### config.mk
export PLATFORM = sky130hd
export DESIGN_NAME = fifo
export DESIGN_NICKNAME = d
export VERILOG_FILES = /design/src/rtl/fifo.sv
export SDC_FILE = /design/constraint.sdc
export NUM_CORES = 1
export LEC_CHECK = 0
export CORE_MARGIN = 2
export CORE_UTILIZATION = 25
export CTS_CLUSTER_DIAMETER = 50
export CTS_CLUSTER_SIZE = 12
export DETAILED_ROUTE_END_ITERATION = 8
export GPL_TIMING_DRIVEN = 0
export SYNTH_ARGS = -nofsm -noshare
export SYNTH_HDL_FRONTEND = slang
export SYNTH_SLANG_ARGS = --single-unit
### constraint.sdc
create_clock -name clk_i -period 2.3 [get_ports clk_i]
set_input_delay 0.69 -clock clk_i [delete_from_list [all_inputs] [get_ports clk_i]]
set_output_delay 0.69 -clock clk_i [all_outputs]
set_load 0.01 [all_outputs]
### src/rtl/fifo.sv
// ---------------------------------------------------------------------------
// fifo
//
// Synchronous single-clock FIFO with a registered read port. Storage is a
// DEPTH x WIDTH array addressed by a write pointer and a read pointer. An
// occupancy count (one bit wider than the pointers) drives the full/empty
// flags. A popped word appears on pop_data_o right after the edge that
// accepts the pop, and is held until the next accepted pop.
//
// Parameters
//    WIDTH        data word width in bits
//    DEPTH        number of entries (power of two, >= 2)
//
// Ports
//    clk_i        clock, all state changes on the rising edge
//    rst_i        asynchronous active-high reset
//    push_i       write request
//    push_data_i  write data, sampled when a push is accepted
//    pop_i        read request
//    pop_data_o   registered data from the last accepted pop
//    full_o       high when DEPTH entries are held
//    empty_o      high when no entries are held
// ---------------------------------------------------------------------------
module fifo #(
   parameter int WIDTH = 32,
   parameter int DEPTH = 4
) (
   input  logic             clk_i,
   input  logic             rst_i,
   input  logic             push_i,
   input  logic [WIDTH-1:0] push_data_i,
   input  logic             pop_i,
   output logic [WIDTH-1:0] pop_data_o,
   output logic             full_o,
   output logic             empty_o
);

   localparam int AW = $clog2(DEPTH);
   localparam int CW = AW + 1;

   logic [WIDTH-1:0] r_mem [DEPTH];
   logic [AW-1:0]    r_wrPtr;
   logic [AW-1:0]    r_rdPtr;
   logic [CW-1:0]    r_count;
   logic [WIDTH-1:0] r_popData;

   logic w_full;
   logic w_empty;
   logic w_popAccept;
   logic w_pushAccept;

   // Flags come straight from the registered count, so they change right
   // after the edge that moved the count. A pop is only refused when empty.
   // A push is refused only when full and no pop frees a slot on the same
   // edge, which lets a full FIFO stream one-in/one-out.
   always_comb begin
      w_full       = (r_count == CW'(DEPTH));
      w_empty      = (r_count == '0);
      w_popAccept  = pop_i && !w_empty;
      w_pushAccept = push_i && (!w_full || w_popAccept);
   end

   // Storage array. It has no reset because a slot is never read before it
   // has been written, so its contents after reset are irrelevant.
   always_ff @(posedge clk_i) begin
      if (w_pushAccept) begin
         r_mem[r_wrPtr] <= push_data_i;
      end
   end

   // Pointers, count and the read-data register. DEPTH is a power of two,
   // so letting the pointers overflow naturally gives the modulo-DEPTH wrap.
   // On a simultaneous push and pop the count holds while both pointers move.
   always_ff @(posedge clk_i or posedge rst_i) begin
      if (rst_i) begin
         r_wrPtr   <= '0;
         r_rdPtr   <= '0;
         r_count   <= '0;
         r_popData <= '0;
      end else begin
         if (w_pushAccept) begin
            r_wrPtr <= r_wrPtr + AW'(1);
         end
         if (w_popAccept) begin
            r_rdPtr   <= r_rdPtr + AW'(1);
            r_popData <= r_mem[r_rdPtr];
         end
         case ({w_pushAccept, w_popAccept})
            2'b10:   r_count <= r_count + CW'(1);
            2'b01:   r_count <= r_count - CW'(1);
            default: r_count <= r_count;
         endcase
      end
   end

   assign pop_data_o = r_popData;
   assign full_o     = w_full;
   assign empty_o    = w_empty;

endmodule

==> results.md, run 1 <==
- Status: finished clean
- Design Power: 10.3 mW
- Post-synthesis average cell area: 21.9 µm²
- GRT Util Overall: 9.95%
- FP Rows: 58
- Pleak: 2.76 nW
- Top Ports: 70
- Sink Count: 167
- Port bufs: 67
- Period minus WS final: 2230 ps
- CP max FO: 7
- Final wirelength: 12300 µm
- CP required: 2590 ps
- Global-route wire length before repair: between 15000 and 20000 µm
- Detail Placement HPWL: roughly 7400 µm
- Initial core utilization: 25.4%
- Pin count of the biggest net entering global routing: 33
- Post-synth EDFFs: 128
- Initial antenna violation count: 0
- Clock Path Buffers: 2
- Grt ovf: 0
- Number of max-cap violations: 0
- Routed WL per cell: 17.1 µm
- Max VDD drop: 0.481 mV
- Worst skew pair latency: between 400 and 500 ps
- Synth Cell Area: 6350 µm²
- #FFs+latches synth: 167
- Num CTS Buffers: 17
- DRT iter0 DRCs: 157
- CP max stage cell: or3b_1
- Buffers & Inverters on Critical Path: 2
- Most numerous cell in the Yosys netlist: edfxtp_1
- Final setup fails: 0
- Syn-to-layout area delta: 26.8%
- Die width: 163 µm
- Vias in the first global route: 3277
- Worst-path cell chain: buf_6 -> o31ai_4 -> buf_6 -> or2_4 -> fa_2 -> or3b_1 -> and3_1 -> a221o_1
- Drc violations: 0
- WP data arrival: approximately 2500 ps
- Final period util: a little over nine tenths
- Sequential area share after synthesis: 75.9%
- CTS tree: yes
- Slew headroom: between 50 and 60%
- Yosys top cell area share: 60.5%
- Final Hold Vio Count: 0
- Synth Warn #: 0
- Die H: 163 µm
- Largest area contributor in the netlist: edfxtp_1
- Share of layout cells above drive strength 1: 31.1%
- H-tree Lvls: 4
- Post-synth top cells: 128 x edfxtp_1, 39 x dfrtp_1, 33 x mux2_2, 31 x mux4_2, 9 x inv_1
- Ys flop type: edfxtp_1
- Pwr Density: between 1000 and 1500 nW/µm²
- Critical path's largest stage delay: ~400 ps
- Crit path capture type: flop
- Vias: 2997
- Vias per cell: 4.15
- Synth area leaders: edfxtp_1 61%, dfrtp_1 15%, mux4_2 11%
- Async S/R FF share, synth: a little under a quarter
- Cell family with most CP delay: simple AND/OR/NAND/NOR gates
- Slew Limit Fails: 0
- Final worst slack: about 69 ps
- Worst slack, placed: -429 ps
- Ant diodes: 0
- Final ANT Viol Nets: 0
- RSZ-0062 raised after global routing: no
- CP Class: flop to flop
- Drt first pass iters: 4
- Min-delay worst type: flop to flop
- CTS root buffer: clkbuf_16
- Layout Nets: 420
- F_max: 448 MHz
- Clk_skew: 18.8 ps
- Yosys cell types: 29
- Core area: 25000 µm²
- CP most frequent cell: buf_6
- Crit start category: flop
- Post-Synthesis Cells: 290
- Routability-driven placement congestion ratio: 0.678
- Syn nets: about 330
- Clock Pin Slew Worst Setup and Hold Paths: 60 ps
- Die footprint: between 20000 and 30000 µm²
- Actual slew at the worst max-slew pin: 742 ps
[repair_timing]
action                                 4_1_cts  5_1_grt
endpoints found under the hold margin        0        0
setup endpoints to repair                  132       97
gates resized for setup                      9        3
setup buffers                                2        0
pin swaps                                    1        1
hold buffers                                 0        0
[cell families (layout without fill, tap and decap cells)]
logic type	Yosys count	in the layout	synth area share [%]
muxes	65	65	17.3
buffers and inverters	24	126	2.36
AOI/OAI and AO/OA	8	8	1.16
and+or+nand+nor	16	16	1.52
DFF	167	167	75.9
xor gates and xnor gates	5	5	0.690
adders and majority gates	5	5	1.10
[worst register-to-register path, cell delays in order (launching register included)]
cell	delay (ps)
dfrtp_1	350
buf_6	130
o31ai_4	90
buf_6	120
or2_4	220
fa_2	360
or3b_1	400
and3_1	180
a221o_1	260
[flip-flops by register name (all words and copies together), names as in the netlist]
register and flops:
r_rdPtr 2, r_count 3, pop_data_o 32, r_mem 128
r_wrPtr 2
[report_power, final]
| part | total (mW) | switching, mW | internal [mW] |
|---|---|---|---|
| Clock | 2.63 | 1.22 | 1.40 |
| Sequential | 4.41 | 0.293 | 4.12 |
| Combinational | 3.26 | 1.46 | 1.79 |
| Total | 10.3 | 2.98 | 7.31 |
[cell usage in the layout, fill, tap and decap left out, types with 3 or more instances in the layout]
cell type,netlist,final
ha_1,4,4
buf_2,6,3
mux4_2,31,31
clkinv_4,0,3
mux2_2,33,33
dfrtp_1,39,38
and2_4,0,4
clkdlybuf4s50_1,0,65
inv_6,0,4
clkinv_2,0,3
inv_1,9,8
xor2_1,3,3
clkbuf_16,0,17
edfxtp_1,128,128
buf_6,7,9
[per-layer routing]
layer | vias to the layer above | global-route usage, % | wire (µm)
li1 | 1334 | - | -
met1 | 1600 | 13.0 | 5740
met2 | 52 | 15.8 | 6010
met3 | 11 | 2.72 | 411
met4 | 0 | 3.98 | 173
met5 | - | 0 | 0
[path summary, 6_finish.rpt]
check                               start              to  slack [ps]  depth (start not counted)
min in group asynchronous           rst_i  pop_data_o[30]         620                          2
min                        pop_data_o[16]  pop_data_o[16]         510                          1
max reg2reg                    r_count[1]      r_count[2]          70                          8
max in group asynchronous           rst_i      r_rdPtr[1]        1180                          3
min reg2reg                pop_data_o[16]  pop_data_o[16]         510                          1
max                            r_count[1]      r_count[2]          70                          8
[metrics by stage]
stage                     TNS (ps)  cells  util, %  cell area (µm²)  hold WS, ps
after detailed placement    -45740    688     29.9             7470          492
after global placement      -53350    687     29.8             7450          490
after CTS                    -6430    722     32.1             8050          512
after global routing             0    722     32.2             8050          532
after floorplan               -248    290        -             6370          534
final                            0    722     32.2             8050          508
[cell type report]
class / count / area, µm²
fill: 2432 / 17000
sequential: 167 / 4820
multi-input combinational: 99 / 1400
timing repair buffer: 70 / 703
clock buffer: 17 / 425
tap: 330 / 413
buffer: 15 / 139
clock inverter: 15 / 118
inverter: 9 / 33.8
No activity file was read; power rests on OpenSTA's default activity.
==> run 2, diff against run 1 <==
--- a/config.mk
+++ b/config.mk
@@ -14,3 +14,4 @@
 export SYNTH_ARGS = -nofsm -noshare
 export SYNTH_HDL_FRONTEND = slang
 export SYNTH_SLANG_ARGS = --single-unit
+export TNS_END_PERCENT = 100
==> results of run 2 <==
No change in the layout: final DEF, timing and power equal those of run 1.
